## src/rtl/instr_fetch_unit_if.sv

```systemverilog
// Handshake bundle between the fetch unit, instruction memory and the CPU core.
// The master modport is the fetch unit; the slave modport is its environment.
interface instr_fetch_unit_if;
  logic        imem_req;
  logic [31:0] imem_addr;
  logic        imem_gnt;
  logic        imem_rvalid;
  logic [31:0] imem_rdata;
  logic        instr_valid;
  logic        instr_ready;
  logic [31:0] instr_data;
  logic [31:0] instr_pc;
  logic        redirect_valid;
  logic [31:0] redirect_pc;

  modport master (
    output imem_req, imem_addr, instr_valid, instr_data, instr_pc,
    input  imem_gnt, imem_rvalid, imem_rdata, instr_ready, redirect_valid, redirect_pc
  );

  modport slave (
    input  imem_req, imem_addr, instr_valid, instr_data, instr_pc,
    output imem_gnt, imem_rvalid, imem_rdata, instr_ready, redirect_valid, redirect_pc
  );
endinterface

```

## src/rtl/instr_fetch_unit.sv

```systemverilog
// Instruction fetch unit: one outstanding word read to imem, small output FIFO
// toward the core, and PC redirect with flush of buffered and in-flight words.
module instr_fetch_unit #(
  parameter logic [31:0] RESET_PC   = 32'h0000_0000,
  parameter int          FIFO_DEPTH = 2
) (
  input  logic               clk,
  input  logic               rst_n,
  instr_fetch_unit_if.master bus
);

  localparam int PTR_W = (FIFO_DEPTH > 1) ? $clog2(FIFO_DEPTH) : 1;
  localparam int CNT_W = $clog2(FIFO_DEPTH + 1);

  typedef enum logic [1:0] {IDLE, REQ, WAIT} state_e;

  state_e             state_q, state_d;
  logic [31:0]        fetch_pc_q, fetch_pc_d;
  logic [31:0]        req_pc_q, req_pc_d;
  logic               drop_q, drop_d;
  logic [PTR_W-1:0]   rd_ptr_q, rd_ptr_d;
  logic [PTR_W-1:0]   wr_ptr_q, wr_ptr_d;
  logic [CNT_W-1:0]   count_q, count_d;
  logic [31:0]        pc_mem_q   [FIFO_DEPTH];
  logic [31:0]        data_mem_q [FIFO_DEPTH];

  logic               redirect;
  logic [31:0]        target_pc;
  logic               push;
  logic               pop;

  function automatic logic [PTR_W-1:0] ptr_inc(input logic [PTR_W-1:0] p);
    return (p == PTR_W'(FIFO_DEPTH - 1)) ? '0 : p + 1'b1;
  endfunction

  assign redirect  = bus.redirect_valid;
  assign target_pc = bus.redirect_pc & ~32'd3;
  assign pop       = (count_q != '0) && bus.instr_ready;

  always_comb begin
    state_d    = state_q;
    fetch_pc_d = fetch_pc_q;
    req_pc_d   = req_pc_q;
    drop_d     = drop_q;
    push       = 1'b0;

    case (state_q)
      IDLE: begin
        if (redirect || (count_q < CNT_W'(FIFO_DEPTH)))
          state_d = REQ;
      end
      REQ: begin
        if (bus.imem_gnt) begin
          req_pc_d   = fetch_pc_q;
          fetch_pc_d = fetch_pc_q + 32'd4;
          state_d    = WAIT;
          // A redirect racing the grant leaves a response in flight that must be discarded.
          if (redirect)
            drop_d = 1'b1;
        end
      end
      WAIT: begin
        if (bus.imem_rvalid) begin
          push   = !drop_q && !redirect;
          drop_d = 1'b0;
          if (redirect ||
              ((count_q + CNT_W'(push) - CNT_W'(pop)) < CNT_W'(FIFO_DEPTH)))
            state_d = REQ;
          else
            state_d = IDLE;
        end else if (redirect) begin
          drop_d = 1'b1;
        end
      end
      default: state_d = IDLE;
    endcase

    if (redirect)
      fetch_pc_d = target_pc;
  end

  // FIFO bookkeeping; a redirect empties the buffer after any same-cycle pop.
  always_comb begin
    rd_ptr_d = rd_ptr_q;
    wr_ptr_d = wr_ptr_q;
    count_d  = count_q + CNT_W'(push) - CNT_W'(pop);
    if (pop)
      rd_ptr_d = ptr_inc(rd_ptr_q);
    if (push)
      wr_ptr_d = ptr_inc(wr_ptr_q);
    if (redirect) begin
      rd_ptr_d = '0;
      wr_ptr_d = '0;
      count_d  = '0;
    end
  end

  always_ff @(posedge clk or negedge rst_n) begin
    if (!rst_n) begin
      state_q    <= IDLE;
      fetch_pc_q <= RESET_PC;
      req_pc_q   <= RESET_PC;
      drop_q     <= 1'b0;
      rd_ptr_q   <= '0;
      wr_ptr_q   <= '0;
      count_q    <= '0;
      for (int i = 0; i < FIFO_DEPTH; i++) begin
        pc_mem_q[i]   <= '0;
        data_mem_q[i] <= '0;
      end
    end else begin
      state_q    <= state_d;
      fetch_pc_q <= fetch_pc_d;
      req_pc_q   <= req_pc_d;
      drop_q     <= drop_d;
      rd_ptr_q   <= rd_ptr_d;
      wr_ptr_q   <= wr_ptr_d;
      count_q    <= count_d;
      if (push) begin
        pc_mem_q[wr_ptr_q]   <= req_pc_q;
        data_mem_q[wr_ptr_q] <= bus.imem_rdata;
      end
    end
  end

  assign bus.imem_req    = (state_q == REQ);
  assign bus.imem_addr   = fetch_pc_q;
  assign bus.instr_valid = (count_q != '0);
  assign bus.instr_data  = data_mem_q[rd_ptr_q];
  assign bus.instr_pc    = pc_mem_q[rd_ptr_q];

endmodule

```

## src/flat_wrapper.sv

```systemverilog
// flat-port wrapper written by rule: the top's interface ports become plain ports
module instr_fetch_unit_flat 
#(
  parameter logic [31:0] RESET_PC   = 32'h0000_0000,
  parameter int          FIFO_DEPTH = 2
)
  (clk, rst_n, bus_imem_req, bus_imem_addr, bus_instr_valid, bus_instr_data, bus_instr_pc, bus_imem_gnt, bus_imem_rvalid, bus_imem_rdata, bus_instr_ready, bus_redirect_valid, bus_redirect_pc);
  instr_fetch_unit_if bus_i ();
  input  logic clk;
  input  logic rst_n;
  output wire logic [$bits(bus_i.imem_req)-1:0] bus_imem_req;
  output wire logic [$bits(bus_i.imem_addr)-1:0] bus_imem_addr;
  output wire logic [$bits(bus_i.instr_valid)-1:0] bus_instr_valid;
  output wire logic [$bits(bus_i.instr_data)-1:0] bus_instr_data;
  output wire logic [$bits(bus_i.instr_pc)-1:0] bus_instr_pc;
  input wire logic [$bits(bus_i.imem_gnt)-1:0] bus_imem_gnt;
  input wire logic [$bits(bus_i.imem_rvalid)-1:0] bus_imem_rvalid;
  input wire logic [$bits(bus_i.imem_rdata)-1:0] bus_imem_rdata;
  input wire logic [$bits(bus_i.instr_ready)-1:0] bus_instr_ready;
  input wire logic [$bits(bus_i.redirect_valid)-1:0] bus_redirect_valid;
  input wire logic [$bits(bus_i.redirect_pc)-1:0] bus_redirect_pc;
  assign bus_imem_req = bus_i.imem_req;
  assign bus_imem_addr = bus_i.imem_addr;
  assign bus_instr_valid = bus_i.instr_valid;
  assign bus_instr_data = bus_i.instr_data;
  assign bus_instr_pc = bus_i.instr_pc;
  assign bus_i.imem_gnt = bus_imem_gnt;
  assign bus_i.imem_rvalid = bus_imem_rvalid;
  assign bus_i.imem_rdata = bus_imem_rdata;
  assign bus_i.instr_ready = bus_instr_ready;
  assign bus_i.redirect_valid = bus_redirect_valid;
  assign bus_i.redirect_pc = bus_redirect_pc;
  instr_fetch_unit #(.RESET_PC(RESET_PC), .FIFO_DEPTH(FIFO_DEPTH)) u_core (.clk(clk), .rst_n(rst_n), .bus(bus_i));
endmodule
```

## config.mk

```make
export PLATFORM = sky130hd
export DESIGN_NAME = instr_fetch_unit_flat
export DESIGN_NICKNAME = d
export VERILOG_FILES = /design/src/rtl/instr_fetch_unit_if.sv /design/src/rtl/instr_fetch_unit.sv /design/src/flat_wrapper.sv
export SDC_FILE = /design/constraint.sdc
export NUM_CORES = 1
export LEC_CHECK = 0
export BUFFER_PORTS_ARGS = -buffer_cell sky130_fd_sc_hd__buf_4
export CORE_MARGIN = 1.5
export CORE_UTILIZATION = 55
export CTS_CLUSTER_SIZE = 10
export DETAILED_ROUTE_END_ITERATION = 16
export GPL_ROUTABILITY_DRIVEN = 0
export PLACE_DENSITY_LB_ADDON = 0.12
export SYNTH_ARGS = -nofsm -noshare
export SYNTH_HDL_FRONTEND = slang
export SYNTH_SLANG_ARGS = --single-unit
export TNS_END_PERCENT = 20
```

## constraint.sdc

```tcl
create_clock -name clk -period 6.4 [get_ports clk]
set_clock_uncertainty 0.2 [all_clocks]
set_input_delay 0.64 -clock clk [delete_from_list [all_inputs] [get_ports clk]]
set_output_delay 0.64 -clock clk [all_outputs]
set_load 0.005 [all_outputs]
```

==> results of run 1 <==
through the flow:
stage	setup WS, ps	power [mW]
CTS	3090	4.00
detailed placement	3000	2.84
global placement	3060	2.78
floorplan	4130	2.30
global route	3020	4.18
finish	3140	3.96
layer usage:
metal	part of all wire [%]	global-route usage (%)
met1	44	31.7
met4	1.6	8.53
met2	49	39.5
met3	4.8	4.51
met5	0	0
layout make-up:
type / instances / area (µm²) / share of cell area (%)
Sequential cell: 191 / 4780 / 45.1
Multi-Input combinational cell: 464 / 3620 / 34.2
Clock inverter: 10 / 184 / 1.74
Tap cell: 211 / 264 / 2.49
Clock buffer: 22 / 464 / 4.38
Inverter: 7 / 26.3 / 0.248
Timing Repair Buffer: 166 / 1250 / 11.8
cell usage after synthesis, types with 11 or more instances:
cell      instances  area [µm²]
buf_2            14        70.1
a31oi_1          17         106
clkbuf_1         19        71.3
o21ai_0          21         105
dfrtp_1         191        4780
mux2_2          180        2030
nor2_1           22        82.6
o31ai_1          12        90.1
nand2_1         110         413
or4_1            14         105
xnor2_1          11        96.3
kinds of logic after synthesis:
logic type      count (synthesis)  synth area share [%]
other cells                     1                0.0436
mux                           187                  24.5
buf+inv                        49                  2.60
compound gates                 56                  4.07
simple gates                  198                  11.2
xor+xnor                       16                  1.63
fa+ha+maj                       3                 0.436
flops                         191                  55.5
power groups by stage:
stage / registers [mW] / logic, mW / clock network, mW
after floorplan: 1.64 / 0.662 / 0
after global placement: 1.70 / 1.08 / 0
after detailed placement: 1.73 / 1.11 / 0
after CTS: 1.71 / 1.12 / 1.16
after global routing: 1.75 / 1.21 / 1.22
final: 1.71 / 1.10 / 1.15
critical path, cell delays in order (launching register included):
cell and delay (ps):
dfrtp_2 840, buf_4 570, mux2_2 430, buf_4 140
cell usage in the layout, fill, tap and decap left out, types with 6 or more instances in the layout:
| cell type | Yosys | layout |
|---|---|---|
| nand2_1 | 110 | 109 |
| dfrtp_1 | 191 | 190 |
| or4_1 | 14 | 14 |
| clkbuf_16 | 0 | 17 |
| nor2_1 | 22 | 22 |
| inv_1 | 6 | 6 |
| a31oi_1 | 17 | 17 |
| o21ai_0 | 21 | 21 |
| mux2_2 | 180 | 180 |
| buf_4 | 4 | 165 |
| nand3_1 | 8 | 8 |
| nand4_1 | 8 | 8 |
| xnor2_1 | 11 | 11 |
| o31ai_1 | 12 | 12 |
| mux2_1 | 6 | 6 |
sequential cells by signal, indices dropped and copies added, names as in the netlist:
signal,cells
u_core.bus.imem_addr,30
u_core.rd_ptr_q,1
u_core.count_q,2
u_core.data_mem_q,64
u_core.state_q,2
u_core.req_pc_q,30
u_core.pc_mem_q,60
u_core.drop_q,1
u_core.wr_ptr_q,1
worst paths after layout:
| check | end | slack [ps] | cells past startpoint |
|---|---|---|---|
| worst max-delay path | bus_instr_pc[14] | 3140 | 3 |
| worst min-delay path | u_core.data_mem_q[4]$_DFFE_PN0P_ | 160 | 1 |
| worst max register to register | u_core.pc_mem_q[47]$_DFFE_PN0P_ | 3300 | 4 |
| worst min register to register | u_core.data_mem_q[52]$_DFFE_PN0P_ | 290 | 1 |
| max in group asynchronous | u_core.rd_ptr_q$_DFFE_PN0P_ | 4370 | 2 |
| min in group clk | u_core.bus.imem_addr[12]$_DFFE_PN0P_ | 220 | 3 |
==> impl_metrics.yaml, run 1 <==
status:
  status: "finished, final reports clean"
timing:
  rsz0062_at_grt: "no"
  tightest_slew_ps: 1080
  relSlewSlack_pct: 27.3
  clock.fmax_mhz: 306
  setup_viol: 0
  finalHoldViolCount: 0
  holdWs_ps: 165
  fin_setup_tns_ps: 0
  post-route-period-util_pct: 51.0
  drv_slew: 0
  min_period_ps: 3260
route:
  vias: 6039
  drt_first_pass_iters: 5
  finalWirelength_um: 18700
  ant_nets: 0
  wl_per_cell_um: 17.5
  first_iter_violations: 358
  post_drt_via_cell_ratio: 5.64
  route.detailed.drc: 0
pwr:
  netSwitchingPower_mw: 1.12
  combinationalPowerShare_pct: 27.8
  internal_power_mw: 2.84
  swShare_pct: 28.3
  p_leak_nw: 5.21
  ir_drop_mv: 0.210
  power-per-cell-area_nw_per_um2: 374
  seqPwrFrac_pct: 43.2
  clkPwrFrac_pct: 29.0
synthesis:
  synth_seq_cells: 191
  yosysWarningCount: 0
  synth_ff_type: "dfrtp_1"
  syn-instance-count: 701
  synth_edf_count: 0
  async_flop_share_pct: 100
  syn_area_um2: 8610
  synth.avg_cell_area_um2: 12.3
  yosysSeqAreaShare_pct: 55.5
  yosys.cell_types.count: 45
placement:
  placed_cells: 1039
  hpwl_um: 12300
  dpl-instance-area_um2: 9950
  io_buffers: 161
finish:
  area_growth_pct: 23.1
  nFillCells: 1129
  fin_cells: 1071
  nets: 920
  fin_util_pct: 69.4
  diodes: 0
  final_area_um2: 10600
  drive_gt1_share_pct: 44.9
worst_setup_path:
  crit_fanout: 34
  worstReg2RegStart: "u_core.state_q[0]$_DFFE_PN0P_"
  startpoint: "u_core.rd_ptr_q$_DFFE_PN0P_"
  worst-setup-path-type: "flip-flop to output pin"
  arrival_ps: 2420
  cp-end-kind: "output pin"
  start_kind: "flip-flop"
  required_ps: 5560
worst_hold_path:
  hp-class: "primary input to async pin"
die:
  start_util_pct: 56.4
  io-pin-count: 168
  rows: 45
  core_area_um2: 15300
  die_x_um: 128
  die_y_um: 128
  die-area_um2: 16400
grt:
  antenna_found_initial: 0
  grt_pass1_wl_um: 30300
  grt_overflow: 0
  grt_pass1_vias: 6043
  grt_max_degree: 132
  grtUsageTotal_pct: 23.9
clock_tree:
  clk_latency_ps: 430
  cts_buffer_depth: 2
  htree_levels: 4
  numCtsBuffers: 17
  cts_root_buf: "clkbuf_16"
  cts.sinks: 191
  cts_tree: "done"
  cts_setup_buffers: 0
  path_clk_slew_ps: 60
  postCtsHoldBufs: 0
  post_cts_resized: 0
flow_run:
  cap_viol_max_count: 0
Power figures use the tool's default switching activity.
==> run 2, diff against run 1 <==
ABC_AREA = 1   (was not set)
clock period = 3.22 ns   (was 6.4 ns; I/O delays follow)
==> run 2 against run 1 <==
  * Non-clock buffer count is 66 higher
  * Sequential share of layout area is 3.7 points lower
  * Cell count is 48% higher
  * Critical path depth is 2 higher
  * Synthesized cell count is 66% higher
  * Die area is 4.2% higher
  * Clock power is 90% higher
  * Critical path type unchanged
  * Critical endpoint is now bus_instr_pc[11]
  * Largest cell class unchanged
==> impl_metrics.yaml, run 2 <==
synthesis:
  yosys.area.top_type_share_pct: 53.3
  syn_area_um2: 8970
  yosysSeqAreaShare_pct: 53.3
  synth_ff_type: "dfrtp_1"
  yosysWarningCount: 0
  yosys-top-cells-count: "nand2_1 (490), dfrtp_1 (191), o21ai_0 (115)"
  synth_seq_cells: 191
  synth_edf_count: 0
  async_flop_share_pct: 100
  syn-instance-count: 1164
  yosys.cell_types.count: 32
  synth.largest_area_cell: "dfrtp_1"
  synth_area_leaders: "dfrtp_1 (53%), nand2_1 (20%), o21ai_0 (6.4%), inv_1 (4.7%), o21ai_1 (3.1%)"
  yosysMostFrequentCell: "nand2_1"
  synth.avg_cell_area_um2: 7.71
finish:
  nets: 1433
  diodes: 0
  multi_input_area_um2: 3480
  drive_gt1_share_pct: 16.0
  top_regs: "u_core.data_mem_q: 64 flops, u_core.pc_mem_q: 60 flops"
  area_growth_pct: 28.5
  nFillCells: 1282
  mostFrequentLayoutCells: "nand2_1 (490), dfrtp_1 (190), buf_4 (168), o21ai_0 (115), inv_1 (113)"
  layout_commonest_cell: "nand2_1"
  top_register: "u_core.data_mem_q"
  area.sequential_um2: 4780
  largest_register_ffs: 64
clock_tree:
  clk_latency_ps: 420
  cts_tree: "done"
  cts_root_buf: "clkbuf_16"
  cts.sinks: 191
  cts_setup_buffers: 0
  numCtsBuffers: 17
  cts_buffer_depth: 2
  path_clk_slew_ps: 70
  htree_levels: 4
worst_setup_path:
  crit_buf_inv: 3
  worst-setup-path-type: "flip-flop to output pin"
  arrival_ps: 1890
  r2r_cells: 8
  cpMostUsedCell: "nand2_1"
  startpoint: "u_core.rd_ptr_q$_DFFE_PN0P_"
  crit_fanout: 34
  cpMaxStageDelayCell: "inv_2"
  worstReg2RegStart: "u_core.bus.imem_addr[3]$_DFFE_PN0P_"
  cp-end-kind: "output pin"
  critPathTopFamily: "buffers and inverters"
  required_ps: 2700
  start_kind: "flip-flop"
  path_cells: "inv_2, buf_12, nand2_1, nand2_1, buf_4"
  r2r_setup_slack_ps: 1160
  max_stage_delay_ps: 450
  reg2reg_to: "u_core.bus.imem_addr[20]$_DFFE_PN0P_"
die:
  start_util_pct: 56.5
  die_x_um: 131
  die_y_um: 131
  die-area_um2: 17100
  io-pin-count: 168
  rows: 46
  core_area_um2: 15900
pwr:
  ir_drop_mv: 0.423
  p_leak_nw: 5.97
  power-per-cell-area_nw_per_um2: 757
timing:
  clock.fmax_mhz: 414
  setup_viol: 0
  min_period_ps: 2420
  relSlewSlack_pct: 51.3
  drv_slew: 0
  fin_setup_tns_ps: 0
  finalHoldViolCount: 0
  rsz0062_at_grt: "no"
  tightest_slew_ps: 731
  finalWorstSetupSlack_ps: 805
  post-route-period-util_pct: 75.0
worst_hold_path:
  whs_endpoint: "u_core.bus.imem_addr[9]$_DFFE_PN0P_"
  min-delay-start: "bus_redirect_pc[9]"
  hp-class: "primary input to flip-flop"
  hold_depth: 4
grt:
  grtUsageTotal_pct: 25.7
  grt_pass1_wl_um: 34600
  grt_overflow: 0
  antenna_found_initial: 0
  grt_max_degree: 69
  grt_pass1_vias: 7290
route:
  finalWirelength_um: 21300
  first_iter_violations: 544
  post_drt_via_cell_ratio: 4.98
  vias: 7911
  ant_nets: 0
  drt_first_pass_iters: 5
  wl_per_cell_um: 13.4
  route.detailed.drc: 0
placement:
  io_buffers: 161
  dp_slack_ps: 1020
  hpwl_um: 13700
flow_run:
  cap_viol_max_count: 0
status:
  status: "finished, final reports clean"
-- run 2: repair_timing --
item	4_1_cts	5_1_grt
hold endpoints to repair	147	0
gates resized for setup	0	0
hold buffers	59	0
-- run 2: layout make-up --
class	count	area share (%)
Sequential cell	191	41.5
Inverter	115	3.74
Clock buffer	20	4.05
Clock inverter	12	1.37
Timing Repair Buffer	232	16.9
Multi-Input combinational cell	803	30.2
Tap cell	216	2.34
-- run 2: stage by stage --
step / total power, mW / hold WS, ps / cells / util, % / area (µm²)
after floorplan: 5.11 / -174 / 1167 / - / 8980
after global placement: 6.40 / 148 / 1498 / 64.9 / 10300
after detailed placement: 6.50 / 152 / 1498 / 64.9 / 10300
after CTS: 8.78 / 1.44 / 1589 / 72.6 / 11500
after global routing: 9.35 / 28.1 / 1589 / 72.6 / 11500
final: 8.73 / 10.5 / 1589 / 72.6 / 11500
-- run 2: logic make-up after synthesis --
group | Yosys count | synth area share (%)
xor+xnor | 7 | 0.683
simple gates | 597 | 26.2
flops | 191 | 53.3
fa+ha+maj | 3 | 0.418
other cells | 1 | 0.0418
buf+inv | 173 | 8.24
compound gates | 192 | 11.2
-- run 2: worst reg2reg max path, stage by stage, from the launching register on --
cell	delay, ps
dfrtp_1	440
ha_1	210
nand2_1	70
nor2_1	180
nand2_1	210
nor2_1	370
nand3_1	120
nand3_1	100
nand2_1	50
-- run 2: worst max-delay path by stage --
stage / cells after the start / endpoint / slack [ps]
floorplan: 8 / u_core.count_q[1]$_DFF_PN0_ / 1380
global placement: 7 / u_core.bus.imem_addr[10]$_DFFE_PN0P_ / 1030
detailed placement: 7 / u_core.bus.imem_addr[10]$_DFFE_PN0P_ / 1020
CTS: 5 / bus_instr_pc[11] / 770
global route: 5 / bus_instr_pc[18] / 690
finish: 5 / bus_instr_pc[11] / 800
-- run 2: per-layer routing --
layer  wire length (µm)  GRT usage [%]
met4                348           8.60
met1               9820           35.6
met5                  0              0
met2              10100           41.9
met3               1050           3.75
-- run 2: report_power, final --
group	total, mW	internal [mW]	switching (mW)
Combinational	2.97	1.35	1.62
Sequential	3.57	3.12	0.450
Clock	2.19	1.29	0.903
